**config.mk**
```make
export PLATFORM = sky130hd
export DESIGN_NAME = decode_sequencer
export DESIGN_NICKNAME = d
export VERILOG_FILES = /design/src/rtl/decode_sequencer.sv
export SDC_FILE = /design/constraint.sdc
export NUM_CORES = 1
export LEC_CHECK = 0
export CAP_MARGIN = 30
export CORE_MARGIN = 1.5
export CORE_UTILIZATION = 44
export DETAILED_ROUTE_END_ITERATION = 7
export PLACE_DENSITY_LB_ADDON = 0.15
export SYNTH_ARGS = -nofsm -noshare
export SYNTH_HDL_FRONTEND = slang
export SYNTH_SLANG_ARGS = --single-unit
```
**constraint.sdc**
```tcl
create_clock -name clk_i -period 5.1 [get_ports clk_i]
set_input_delay 1.02 -clock clk_i [delete_from_list [all_inputs] [get_ports clk_i]]
set_output_delay 1.02 -clock clk_i [all_outputs]
set_load 0.01 [all_outputs]
```
**src/rtl/decode_sequencer.sv**
```systemverilog
// decode_sequencer
//   Multi-cycle decode/writeback sequencer sitting in front of the 16x18-bit
//   register file. One instruction in flight at a time: accept, read operands,
//   run the external ALU (bounded wait), write back, retire.
//
// Ports
//   clk_i, rst_i                 clock (rising edge), async active-high reset
//   instr_valid_i/instr_i        upstream instruction handshake (with instr_ready_o)
//   read_enable*/read_register*  register-file read request, issued in DECODE
//   read_data*_i                 register-file read data, valid in READ
//   write_register/data, reg_write  one-cycle register-file write
//   alu_op/operand_a/operand_b/alu_start  ALU request, alu_result_i/alu_done_i reply
//   illegal_instr_o, alu_error_o  one-cycle event pulses
//   halted_o, retired_count_o     status
//
// state    | meaning
// ---------+---------------------------------------------------------------
// S_IDLE   | ready for an instruction; read request registered on accept
// S_DECODE | register file is performing the read
// S_READ   | read data valid; dispatch to ALU, writeback, retire or halt
// S_EXEC   | waiting for alu_done_i, down-counter bounds the wait
// S_WB     | result final; write strobe and retire registered on exit
// S_HALTED | HALT executed, only reset leaves
module decode_sequencer #(
   parameter int DATA_WIDTH  = 18,
   parameter int ADDR_WIDTH  = 4,
   parameter int ALU_TIMEOUT = 16
) (
   input  logic                  clk_i,
   input  logic                  rst_i,
   input  logic                  instr_valid_i,
   input  logic [DATA_WIDTH-1:0] instr_i,
   output logic                  instr_ready_o,
   output logic                  read_enable1_o,
   output logic                  read_enable2_o,
   output logic [ADDR_WIDTH-1:0] read_register1_o,
   output logic [ADDR_WIDTH-1:0] read_register2_o,
   input  logic [DATA_WIDTH-1:0] read_data1_i,
   input  logic [DATA_WIDTH-1:0] read_data2_i,
   output logic [ADDR_WIDTH-1:0] write_register_o,
   output logic [DATA_WIDTH-1:0] write_data_o,
   output logic                  reg_write_o,
   output logic [2:0]            alu_op_o,
   output logic [DATA_WIDTH-1:0] operand_a_o,
   output logic [DATA_WIDTH-1:0] operand_b_o,
   output logic                  alu_start_o,
   input  logic [DATA_WIDTH-1:0] alu_result_i,
   input  logic                  alu_done_i,
   output logic                  illegal_instr_o,
   output logic                  alu_error_o,
   output logic                  halted_o,
   output logic [15:0]           retired_count_o
);

   localparam int TMR_W = $clog2(ALU_TIMEOUT + 1);

   localparam logic [3:0] OP_NOP  = 4'b0000;
   localparam logic [3:0] OP_ADD  = 4'b0001;
   localparam logic [3:0] OP_SUB  = 4'b0010;
   localparam logic [3:0] OP_AND  = 4'b0011;
   localparam logic [3:0] OP_OR   = 4'b0100;
   localparam logic [3:0] OP_XOR  = 4'b0101;
   localparam logic [3:0] OP_ADDI = 4'b0110;
   localparam logic [3:0] OP_LDI  = 4'b0111;
   localparam logic [3:0] OP_MOV  = 4'b1000;
   localparam logic [3:0] OP_HALT = 4'b1111;

   typedef enum logic [2:0] {
      S_IDLE, S_DECODE, S_READ, S_EXEC, S_WB, S_HALTED
   } state_t;

   state_t                  state_q;
   logic [DATA_WIDTH-1:0]   instr_q;
   logic [DATA_WIDTH-1:0]   result_q;
   logic [TMR_W-1:0]        tmr_q;
   logic                    rd_en1_q, rd_en2_q, reg_write_q, alu_start_q;
   logic                    illegal_q, alu_error_q, halted_q;
   logic [ADDR_WIDTH-1:0]   rd_reg1_q, rd_reg2_q, wr_reg_q;
   logic [DATA_WIDTH-1:0]   wr_data_q, opa_q, opb_q;
   logic [2:0]              alu_op_q;
   logic [15:0]             retired_q;

   logic                    use_rd1_d, use_rd2_d;
   logic [15:0]             retired_d;
   logic [3:0]              opc;

   // Port usage is decoded from the incoming word so the read request is
   // already on the bus during the DECODE cycle.
   always_comb begin
      use_rd1_d = 1'b0;
      use_rd2_d = 1'b0;
      case (instr_i[17:14])
         OP_ADD, OP_SUB, OP_AND, OP_OR, OP_XOR: begin
            use_rd1_d = 1'b1;
            use_rd2_d = 1'b1;
         end
         OP_ADDI, OP_MOV: use_rd1_d = 1'b1;
         default: ;
      endcase
   end

   assign opc       = instr_q[17:14];
   assign retired_d = retired_q + 16'd1;

   always_ff @(posedge clk_i or posedge rst_i) begin
      if (rst_i) begin
         state_q     <= S_IDLE;
         instr_q     <= '0;
         result_q    <= '0;
         tmr_q       <= '0;
         rd_en1_q    <= 1'b0;
         rd_en2_q    <= 1'b0;
         rd_reg1_q   <= '0;
         rd_reg2_q   <= '0;
         wr_reg_q    <= '0;
         wr_data_q   <= '0;
         reg_write_q <= 1'b0;
         alu_op_q    <= '0;
         opa_q       <= '0;
         opb_q       <= '0;
         alu_start_q <= 1'b0;
         illegal_q   <= 1'b0;
         alu_error_q <= 1'b0;
         halted_q    <= 1'b0;
         retired_q   <= '0;
      end else begin
         rd_en1_q    <= 1'b0;
         rd_en2_q    <= 1'b0;
         reg_write_q <= 1'b0;
         alu_start_q <= 1'b0;
         illegal_q   <= 1'b0;
         alu_error_q <= 1'b0;
         case (state_q)
            S_IDLE: begin
               if (instr_valid_i) begin
                  instr_q   <= instr_i;
                  rd_en1_q  <= use_rd1_d;
                  rd_en2_q  <= use_rd2_d;
                  rd_reg1_q <= instr_i[9:6];
                  rd_reg2_q <= instr_i[5:2];
                  state_q   <= S_DECODE;
               end
            end
            S_DECODE: state_q <= S_READ;
            S_READ: begin
               case (opc)
                  OP_ADD, OP_SUB, OP_AND, OP_OR, OP_XOR, OP_ADDI: begin
                     opa_q       <= read_data1_i;
                     opb_q       <= (opc == OP_ADDI) ?
                                    {{(DATA_WIDTH-6){instr_q[5]}}, instr_q[5:0]} :
                                    read_data2_i;
                     alu_op_q    <= instr_q[16:14];
                     alu_start_q <= 1'b1;
                     tmr_q       <= TMR_W'(ALU_TIMEOUT - 1);
                     state_q     <= S_EXEC;
                  end
                  OP_LDI: begin
                     result_q <= {{(DATA_WIDTH-10){1'b0}}, instr_q[9:0]};
                     state_q  <= S_WB;
                  end
                  OP_MOV: begin
                     result_q <= read_data1_i;
                     state_q  <= S_WB;
                  end
                  OP_HALT: begin
                     halted_q  <= 1'b1;
                     retired_q <= retired_d;
                     state_q   <= S_HALTED;
                  end
                  default: begin
                     illegal_q <= (opc != OP_NOP);
                     retired_q <= retired_d;
                     state_q   <= S_IDLE;
                  end
               endcase
            end
            S_EXEC: begin
               // A done on the last allowed cycle still wins over the timeout.
               if (alu_done_i) begin
                  result_q <= alu_result_i;
                  state_q  <= S_WB;
               end else if (tmr_q == '0) begin
                  alu_error_q <= 1'b1;
                  state_q     <= S_IDLE;
               end else begin
                  tmr_q <= tmr_q - 1'b1;
               end
            end
            S_WB: begin
               reg_write_q <= 1'b1;
               wr_reg_q    <= instr_q[13:10];
               wr_data_q   <= result_q;
               retired_q   <= retired_d;
               state_q     <= S_IDLE;
            end
            S_HALTED: state_q <= S_HALTED;
            default:  state_q <= S_IDLE;
         endcase
      end
   end

   assign instr_ready_o    = (state_q == S_IDLE);
   assign read_enable1_o   = rd_en1_q;
   assign read_enable2_o   = rd_en2_q;
   assign read_register1_o = rd_reg1_q;
   assign read_register2_o = rd_reg2_q;
   assign write_register_o = wr_reg_q;
   assign write_data_o     = wr_data_q;
   assign reg_write_o      = reg_write_q;
   assign alu_op_o         = alu_op_q;
   assign operand_a_o      = opa_q;
   assign operand_b_o      = opb_q;
   assign alu_start_o      = alu_start_q;
   assign illegal_instr_o  = illegal_q;
   assign alu_error_o      = alu_error_q;
   assign halted_o         = halted_q;
   assign retired_count_o  = retired_q;

endmodule
```
### After elaboration in Yosys (flattened, before gate mapping)

Cells that the tools add are included.

| word-level totals | value |
|---|---|
| flip-flop bits (word level) | 136 |
| input bits | 76 |
| output and inout bits | 93 |
| logic and storage cells | 97 |

| cells by class | value |
|---|---|
| $add $sub $neg | 2 |
| equal/unequal tests | 29 |
| muxes and demuxes | 29 |
| reduce and logical (&&, ||, !) cells | 18 |

Operator list:

| operator | count |
|---|---|
| case mux 18 bit (2 select lines) | 2 |
| two-way mux 18 bit | 2 |
| case mux 16 bit (2 select lines) | 1 |
| equality test 4 x 3 -> 1 bit, second input constant | 7 |
| adder 16 x 1 -> 16 bit, second input constant | 1 |
| equality test 4 x 2 -> 1 bit, second input constant | 4 |
| two-way mux 16 bit | 1 |
| two-way mux 5 bit | 3 |
| case mux 3 bit (5 select lines) | 1 |
| two-way mux 1 bit | 14 |
| equality test 4 bit, second input constant | 3 |
| inequality test 2 bit, second input constant | 6 |
| case mux 5 bit (2 select lines) | 1 |
| AND reduction 2 bit | 5 |
| two-way mux 3 bit | 3 |
| case mux 3 bit (3 select lines) | 1 |
| OR reduction 9 bit | 1 |
| equality test 4 x 1 -> 1 bit, second input constant | 2 |
| OR reduction 8 bit | 1 |
| OR reduction 7 bit | 1 |
| equality test 3 x 2 -> 1 bit, second input constant | 2 |
| equality test 3 bit, second input constant | 2 |
| inequality test 3 bit, second input constant | 2 |
| OR reduction 6 bit | 1 |
| other kinds (10) | 11 |

### Logic depth before layout (Yosys ltp)

| depth | value |
|---|---|
| depth in word-level cells | 5 |
| gate-level depth with buffers | 7 |
| depth with buffers taken out | 6 |

### Worst setup path before layout

Ideal clock, no wire load.

| path | value |
|---|---|
| path type | input-to-reg |
| start | input alu_done_i |
| end | register tmr_q[1] |
| setup time | 125 ps |
| data arrival time | 2137 ps |
| required time | 4975 ps |
| path slack | 2839 ps |
| cell stages on the path | 4 |
| buffers on the path | 0 |
| path through | nor4bb_1 and2_1 nor2_1 mux2_2 |

| between the ends | value |
|---|---|
| cells in the longest elaborated chain, start to end | 2 |

RTL lines:

| item | line | text |
|---|---|---|
| from (decl) | 48 | `input logic alu_done_i,` |
| inequality test 2 bit (no line) | - |  |
| AND reduction 4 bit (no line) | - |  |
| to (signal assigned) | 154 | `tmr_q <= TMR_W'(ALU_TIMEOUT - 1);` |
| to (signal assigned) | 186 | `tmr_q <= tmr_q - 1'b1;` |
| to (decl) | 75 | `logic [TMR_W-1:0] tmr_q;` |

No other way between the ends.
A chain may end at the register's enable or synchronous reset.

### Worst setup path in the final report

| path | value |
|---|---|
| start | register state_q[0] |
| end | output instr_ready_o |

| between the ends | value |
|---|---|
| cells in the longest elaborated chain, start to end | 1 |

RTL lines:

| item | line | text |
|---|---|---|
| from (decl) | 72 | `state_t state_q;` |
| from (signal assigned) | 107 | `state_q <= S_IDLE;` |
| from (signal assigned) | 141 | `state_q <= S_DECODE;` |
| from (signal assigned) | 144 | `S_DECODE: state_q <= S_READ;` |
| logical NOT 3 bit | 202 | `assign instr_ready_o = (state_q == S_IDLE);` |
| to (decl) | 33 | `output logic instr_ready_o,` |

No other way between the ends.

==> results.json <==
{
  "pre_cts_ws_ps": 2130,
  "die_h_um": 117,
  "leakage_nw": 3.60,
  "synth_top_cell_by_area": "dfrtp_1",
  "rr_startpoint": "instr_q[14]$_DFFE_PP0P_",
  "design.die.area_um2": 13600,
  "required_ps": 4080,
  "pwr_density_cell_nw_per_um2": 573,
  "firstDrtPassIters": 4,
  "synth_flop_cell": "dfrtp_1",
  "multiInputGateArea_um2": 2260,
  "drive_above_1_share_pct": 14.8,
  "final_area_um2": 7910,
  "final-setup-viol-count": 0,
  "power_mw": 4.53,
  "viasPerCell": 5.07,
  "synth_edf_count": 0,
  "rr_endpoint": "result_q[12]$_DFFE_PP0P_",
  "start_util_pct": 45.0,
  "syn-cell-area_um2": 5670,
  "synth_cell_types": 45,
  "critical_path.startpoint_type": "flop",
  "cts_resized": 0,
  "fin_crit_ps": 2980,
  "dp_hpwl_um": 9450,
  "place_area_um2": 7430,
  "worst_slew_pin_slew_ps": 858,
  "finalHoldViolations": 0,
  "path_max_fanout": 9,
  "seq_area_um2": 3200,
  "drt-total-wl_um": 13600,
  "htreeDepth": 4,
  "syn_avg_cell_area_um2": 11.1,
  "cp-end-kind": "primary output",
  "wire_per_inst_um": 16.1,
  "dr_total_vias": 4296,
  "postSynthCellCount": 512,
  "yosysMostFrequentCell": "dfrtp_1",
  "fin_crit_sh_pct": 58.3,
  "coreArea_um2": 12600,
  "die_w_um": 117,
  "cts_hold_buf": 0,
  "grt.overflow.total": 0,
  "root_buffer": "clkbuf_16",
  "diodes": 0,
  "min_to": "instr_q[10]$_DFFE_PP0P_",
  "cts_setup_buffers": 0,
  "yosysSeqAreaShare_pct": 56.5,
  "cts_inserted_buffers": 17,
  "grt_pass1_vias": 4367,
  "clkLatencyLatePin_ps": 410,
  "min_path_type": "reg2reg",
  "relSlewSlack_pct": 42.8,
  "clockBufferDepth": 2,
  "rrSetupSlack_ps": 2570,
  "crit_type": "reg2out",
  "area_growth_pct": 39.5,
  "cts.clk_slew.worst_paths_ps": 50,
  "drv_cap": 0,
  "yosys.area.top_type_share_pct": 56.5,
  "max_freq_mhz": 336,
  "rows": 41,
  "yosysWarnings": 0,
  "setup_ws_ps": 2120,
  "synthTopCellsByArea": "dfrtp_1 56%, mux2_2 13%, nand2_1 7.4%",
  "hold_depth": 2,
  "grt_max_degree": 96,
  "fin_skew_ps": 6.88,
  "io_pins": 169,
  "grtUsageTotal_pct": 21.2,
  "synthesis.nets": 591,
  "gp_congestion": 0.790,
  "worstHoldStart": "instr_q[10]$_DFFE_PP0P_",
  "run_status": "finished clean",
  "crit_start": "state_q[0]$_DFFE_PP0P_",
  "setup_tns_ps": 0,
  "grt_pass1_wl_um": 21800,
  "synth_common_cells": "128 x dfrtp_1, 112 x nand2_1, 63 x mux2_2, 35 x nor2_1, 26 x a31oi_1",
  "finalNetCount": 746,
  "port_buffers": 168,
  "synth-seq-cells": 128,
  "drtIter0Drc": 189,
  "rsz0062_at_grt": "false",
  "antenna_found_initial": 0,
  "crit_arrival_ps": 1960,
  "reg2reg_depth": 4,
  "cts_tree": "done",
  "clock-sinks": 128,
  "async_reset_ff_share_pct": 100,
  "drc_errors": 0,
  "slew_violations": 0,
  "antenna_left": 0,
  "peakVddDrop_v": 0.000266,
  "fillers": 1061
}
sequential cells by signal, summed over array words and instances, names as in the netlist, 3 cells and up:
register	count
write_data_o	18
retired_count_o	16
instr_q	18
operand_a_o	18
operand_b_o	18
state_q	3
alu_op_o	3
result_q	18
write_register_o	4
tmr_q	5
report_power, final:
part | internal (mW) | total [mW] | switching (mW)
sequential | 1.42 | 1.73 | 0.312
combinational | 0.989 | 1.80 | 0.807
clock | 0.620 | 1.01 | 0.388
layout by cell type (no fill, tap or decap), types with 2 or more instances in the layout:
master,count
nand3_1,12
nor4b_1,4
o21ai_0,3
and4_1,3
dfrtp_1,128
nor4b_4,2
clkbuf_16,17
a21oi_1,7
clkdlybuf4s50_1,168
a31oi_1,26
nor3b_4,2
mux2_2,63
nand2b_1,3
nand2_1,112
clkbuf_1,8
clkinv_2,2
ha_1,3
nor2_1,35
buf_4,6
inv_1,2
nand4_1,2
mux2i_1,6
nand3b_1,2
nor3_1,16
o21bai_1,2
and2_1,2
nor3b_1,2
xor2_1,17
cell type report:
cell class	instances	area share (%)
timing repair buffer	175	22.0
clock inverter	2	0.127
inverter	3	0.206
sequential	128	40.5
multi-input combinational	342	28.6
tap	172	2.72
clock buffer	26	5.93
per-stage QoR:
step / std cells / utilization [%] / hold WS, ps
detailed placement: 820 / 58.9 / 463
floorplan: 512 / - / 440
global placement: 819 / 58.8 / 453
global route: 848 / 62.7 / 500
CTS: 848 / 62.7 / 477
finish: 848 / 62.7 / 471
logic make-up after synthesis:
logic type | share of synthesized area (%)
AND/OR/NAND/NOR | 17.4
buffers and inverters | 3.86
XOR/XNOR | 2.62
flip-flops | 56.5
adder cells (fa/ha/maj) | 0.662
AO/OA/AOI/OAI | 5.40
multiplexers | 13.6
worst max-delay path, cell delays in order (launching register included):
cell and delay, ps:
dfrtp_1 500, nor3_1 410, clkdlybuf4s50_1 640
per-layer routing:
| layer | part of all wire [%] | vias up | track usage (%) |
|---|---|---|---|
| met4 | 1.3 | 0 | 7.55 |
| met1 | 43 | 2100 | 26.3 |
| met2 | 50 | 117 | 34.6 |
| met3 | 5.7 | 18 | 7.11 |
| met5 | 0 | - | 0 |
| li1 | - | 2061 | - |
how the worst max path moves through the flow:
stage          depth (start not counted)                     to
6_report                               2          instr_ready_o
5_1_grt                                2          instr_ready_o
4_1_cts                                2          instr_ready_o
3_5_place_dp                           5   tmr_q[1]$_DFFE_PP0P_
3_3_place_gp                           5   tmr_q[1]$_DFFE_PP0P_
2_1_floorplan                          1  alu_error_o$_DFF_PP0_
(Power assumes the default switching activity.)
